<file path="src/rtl/serial_adder_pkg.sv">
// Shared definitions for the bit-serial adder: state encoding and FSM state type.
package serial_adder_pkg;

  localparam logic [1:0] S_IDLE = 2'd0;
  localparam logic [1:0] S_RUN  = 2'd1;
  localparam logic [1:0] S_DONE = 2'd2;

  typedef enum logic [1:0] {
    IDLE = S_IDLE,
    RUN  = S_RUN,
    DONE = S_DONE
  } state_t;

endpackage

</file>
<file path="src/rtl/serial_adder_fulladder.sv">
// 1-bit full-adder cell: s = a ^ b ^ c0, c1 = carry out.
module fulladder (
  input  logic a,
  input  logic b,
  input  logic c0,
  output logic s,
  output logic c1
);

  assign s  = a ^ b ^ c0;
  assign c1 = (a & b) | (c0 & (a ^ b));

endmodule

</file>
<file path="src/rtl/serial_adder.sv">
// Bit-serial WIDTH-bit adder, LSB first, one full-adder evaluation per clock.
// Optional signed-overflow output enabled by defining SERIAL_ADDER_OVF_EN.
module serial_adder
  import serial_adder_pkg::*;
#(
  parameter int WIDTH = 8
) (
  input  logic             clk,
  input  logic             rst_n,
  input  logic             start,
  input  logic [WIDTH-1:0] a_in,
  input  logic [WIDTH-1:0] b_in,
  input  logic             cin,
  output logic             busy,
  output logic             done,
  output logic [WIDTH-1:0] sum,
  output logic             cout
`ifdef SERIAL_ADDER_OVF_EN
  ,
  output logic             ovf
`endif
);

  localparam int CNT_W = (WIDTH < 2) ? 1 : $clog2(WIDTH + 1);
  localparam logic [CNT_W-1:0] LAST_CNT = CNT_W'(WIDTH - 1);

  state_t           r_state;
  logic [WIDTH-1:0] r_a_sr;
  logic [WIDTH-1:0] r_b_sr;
  logic [WIDTH-1:0] r_r_sr;
  logic             r_c_reg;
  logic [CNT_W-1:0] r_cnt;

  logic             w_s;
  logic             w_c1;
  logic [WIDTH-1:0] w_next_sr;

  fulladder u_fa (
    .a  (r_a_sr[0]),
    .b  (r_b_sr[0]),
    .c0 (r_c_reg),
    .s  (w_s),
    .c1 (w_c1)
  );

  // New sum bit enters at the MSB; the concatenate-and-shift form also covers WIDTH=1.
  assign w_next_sr = WIDTH'({w_s, r_r_sr} >> 1);

  // NOTE: every register here, including the datapath shift registers, uses non-blocking
  // assignment and is cleared by the async reset so a mid-run reset leaves no stale state.
  always_ff @(posedge clk or negedge rst_n) begin
    if (!rst_n) begin
      r_state <= IDLE;
      r_a_sr  <= '0;
      r_b_sr  <= '0;
      r_r_sr  <= '0;
      r_c_reg <= 1'b0;
      r_cnt   <= '0;
      busy    <= 1'b0;
      done    <= 1'b0;
      sum     <= '0;
      cout    <= 1'b0;
`ifdef SERIAL_ADDER_OVF_EN
      ovf     <= 1'b0;
`endif
    end else begin
      done <= 1'b0;
      case (r_state)
        IDLE, DONE: begin
          if (start) begin
            r_a_sr  <= a_in;
            r_b_sr  <= b_in;
            r_c_reg <= cin;
            r_cnt   <= '0;
            busy    <= 1'b1;
            r_state <= RUN;
          end else begin
            r_state <= IDLE;
          end
        end
        RUN: begin
          r_r_sr  <= w_next_sr;
          r_a_sr  <= r_a_sr >> 1;
          r_b_sr  <= r_b_sr >> 1;
          r_c_reg <= w_c1;
          if (r_cnt == LAST_CNT) begin
            busy    <= 1'b0;
            done    <= 1'b1;
            sum     <= w_next_sr;
            cout    <= w_c1;
`ifdef SERIAL_ADDER_OVF_EN
            // Carry into the MSB is still in r_c_reg on the final cell evaluation.
            ovf     <= r_c_reg ^ w_c1;
`endif
            r_state <= DONE;
          end else begin
            r_cnt <= r_cnt + 1'b1;
          end
        end
        default: r_state <= IDLE;
      endcase
    end
  end

endmodule

</file>
<file path="config.mk">
export PLATFORM = sky130hd
export DESIGN_NAME = serial_adder
export DESIGN_NICKNAME = d
export VERILOG_FILES = /design/src/rtl/serial_adder_pkg.sv /design/src/rtl/serial_adder_fulladder.sv /design/src/rtl/serial_adder.sv
export SDC_FILE = /design/constraint.sdc
export NUM_CORES = 1
export LEC_CHECK = 0
export CORE_AREA = 2 2 74 76
export DETAILED_ROUTE_END_ITERATION = 8
export DIE_AREA = 0 0 76 78
export GPL_TIMING_DRIVEN = 0
export MAX_ROUTING_LAYER = met4
export PLACE_DENSITY = 0.6
export SYNTH_ARGS = -nofsm -noshare
export SYNTH_HDL_FRONTEND = slang
export SYNTH_SLANG_ARGS = --single-unit
</file>
<file path="constraint.sdc">
create_clock -name clk -period 1.9 [get_ports clk]
set_input_delay 0.475 -clock clk [delete_from_list [all_inputs] [get_ports clk]]
set_output_delay 0.475 -clock clk [all_outputs]
set_load 0.005 [all_outputs]
</file>
==> impl_metrics.env <==
export IMPL_status="complete, no violations"
export IMPL_std_cell_rows=26
export IMPL_clk_pin_slew_ns=0.08
export IMPL_die_height_um=78
export IMPL_critical_path_peak_fanout=2
export IMPL_antenna_cells=0
export IMPL_drt_initial_drc_count=21
export IMPL_grt_overflow_total=0
export IMPL_wirelength_um=3320
export IMPL_worstSkewPairLatency_ns=0.29
export IMPL_synth_most_common_cell="nand2_1"
export IMPL_fin_crit_ns=1.64
export IMPL_relSlewSlack_pct=73.4
export IMPL_fin_nets=228
export IMPL_cts_tree="yes"
export IMPL_ys_seq_area_share_pct=58.9
export IMPL_synth_async_reset_ratio_pct=100
export IMPL_start_util_pct=34.5
export IMPL_largestRegisters="r_a_sr x8, r_b_sr x8, sum x8"
export IMPL_pin_count=31
export IMPL_yosysWarnings=0
export IMPL_start_kind="flop"
export IMPL_finalHoldViolCount=0
export IMPL_area_growth_pct=29.0
export IMPL_seq_power_share_pct=41.4
export IMPL_cts_resized=0
export IMPL_crit_family="buffers and inverters"
export IMPL_synth_distinct_cells=24
export IMPL_wl_per_cell_um=12.0
export IMPL_htree_levels=2
export IMPL_sw_frac_of_total_pct=35.6
export IMPL_port_buffers=30
export IMPL_finalSetupViolCount=0
export IMPL_vias=1271
export IMPL_endpoint_kind="primary output"
export IMPL_fillCellCount=504
export IMPL_first_pass_iters=4
export IMPL_crit_required_ns=1.42
export IMPL_internal_power_uw=2390
export IMPL_drv_cap=0
export IMPL_grt_setup_unrepaired="false"
export IMPL_grt_usage_pct=12.6
export IMPL_cts_sinks=41
export IMPL_synth_area_sq_um=1740
export IMPL_detail_route_antenna_nets=0
export IMPL_synth_edff_count=0
export IMPL_synth_area_per_cell_sq_um=10.4
export IMPL_core_sq_um=5040
export IMPL_post_route_period_util_pct=86.4
export IMPL_cts_setup_buffers=0
export IMPL_clockRootBuffer="clkbuf_8"
export IMPL_tns_ns=0
export IMPL_leakagePower_uw=0.00104
export IMPL_dp_hpwl_um=2430
export IMPL_final_layout_size_suffix_gt1_share_pct=14.0
export IMPL_synth_seq_cells=41
export IMPL_placed_cells=269
export IMPL_synth_area_leaders="dfrtp_1 59%, nand2_1 12%, a31oi_1 5.4%"
export IMPL_die_area_sq_um=5930
export IMPL_pwr_share_clk_pct=16.8
export IMPL_stdcell_count=277
export IMPL_grt_pass1_wl_um=5740
export IMPL_max_freq_mhz=609
export IMPL_cp_slowest_stage_delay_ns=0.50
export IMPL_power_switching_uw=1320
export IMPL_slew_viol_final=0
export IMPL_drc=0
export IMPL_dieWidth_um=76
export IMPL_hp_class="primary input to async pin"
export IMPL_syn_nets=190
export IMPL_cp_arrival_ns=1.17
export IMPL_worst_path_buf_inv=1
export IMPL_cpMaxStageDelayCell="clkdlybuf4s50_1"
export IMPL_skew_ns=0.00688
export IMPL_worstMarginPinSlew_ns=0.400
export IMPL_numCtsBuffers=5
export IMPL_peakVddDrop_mv=0.496
export IMPL_drt_vias_per_instance=4.59
export IMPL_fin_util_pct=44.5
export IMPL_synth_top_flop_cell="dfrtp_1"
export IMPL_holdWs_ns=0.0970
export IMPL_synth_top_area_share_pct=58.9
export IMPL_clk_path_buf_depth=2
export IMPL_synthTopCellsByCount="57 x nand2_1, 41 x dfrtp_1, 17 x nor2_1, 15 x a31oi_1"
export IMPL_crit_type="flop to primary output"
export IMPL_pwr_density_cell_nw_per_um2=1650
export IMPL_postSynthCellCount=168
export IMPL_synth_top_area_cell="dfrtp_1"
export IMPL_grt_max_degree=27
export IMPL_first_global_vias=1255
export IMPL_place_congestion=0.745
export IMPL_p_comb_share_pct=41.8
export IMPL_antenna_found_initial=0
export IMPL_cts_hold_buf=0
export IMPL_worstPathCellList="clkdlybuf4s50_1"
## layout make-up
| type | count | area [sq um] | share of cell area, % |
|---|---|---|---|
| Timing Repair Buffer | 31 | 315 | 14.0 |
| Tap cell | 70 | 87.6 | 3.90 |
| Multi-Input combinational cell | 116 | 654 | 29.1 |
| Sequential cell | 41 | 1030 | 45.7 |
| Clock inverter | 1 | 5.00 | 0.223 |
| Inverter | 1 | 3.75 | 0.167 |
| Buffer | 10 | 57.6 | 2.56 |
| Clock buffer | 7 | 96.3 | 4.29 |
## cells by family after synthesis
kind of cell / count (synthesis) / synth area share (%)
XOR/XNOR: 1 / 0.503
AO/OA/AOI/OAI: 21 / 8.19
adder cells (fa/ha/maj): 2 / 1.87
buffers and inverters: 11 / 3.52
flip-flops: 41 / 58.9
AND/OR/NAND/NOR: 81 / 20.0
multiplexers: 11 / 6.97
## worst paths after layout
check	from	end	slack, ns	cells past startpoint
max	busy$_DFFE_PN0P_	busy	0.26	1
min	rst_n	r_b_sr[3]$_DFFE_PN0P_	0.1	1
max reg2reg	r_cnt[0]$_DFFE_PN0P_	sum[0]$_DFFE_PN0P_	0.40	4
min reg2reg	r_r_sr[1]$_DFFE_PN0P_	r_r_sr[1]$_DFFE_PN0P_	0.48	2
max in group asynchronous	rst_n	r_r_sr[2]$_DFFE_PN0P_	1.33	2
min in group clk	r_r_sr[1]$_DFFE_PN0P_	r_r_sr[1]$_DFFE_PN0P_	0.48	2
## cells in the final DEF (no fill, tap or decap), drive strengths merged, types with 2 or more instances in the layout
master	count
nand2	57
dfrtp	41
clkdlybuf4s50	29
nor2	18
a31oi	15
buf	12
mux2	9
clkbuf	7
nand2b	2
a22o	2
mux2i	2
## power groups by stage
stage | clock network [uW] | registers, uW | logic, uW
2_1_floorplan | 0 | 1510 | 1060
3_3_place_gp | 0 | 1550 | 1540
6_report | 621 | 1540 | 1550
5_1_grt | 652 | 1600 | 1760
4_1_cts | 640 | 1540 | 1580
3_5_place_dp | 0 | 1550 | 1580
## through the flow
step	power (uW)	setup WS, ns	instance area (sq um)
floorplan	2570	0.546	1740
global placement	3090	-0.729	2130
detailed placement	3130	0.0337	2140
CTS	3760	0.244	2250
global route	4000	0.225	2250
finish	3710	0.258	2250
## layer usage
| metal | vias to the layer above | share of wire [%] | global-route usage (%) |
|---|---|---|---|
| met5 | - | 0 | - |
| met4 | 0 | 1.9 | 6.00 |
| met3 | 7 | 4.4 | 2.44 |
| met2 | 31 | 45 | 19.6 |
| met1 | 607 | 48 | 15.9 |
| li1 | 626 | - | - |
Power figures use the tool's default switching activity.
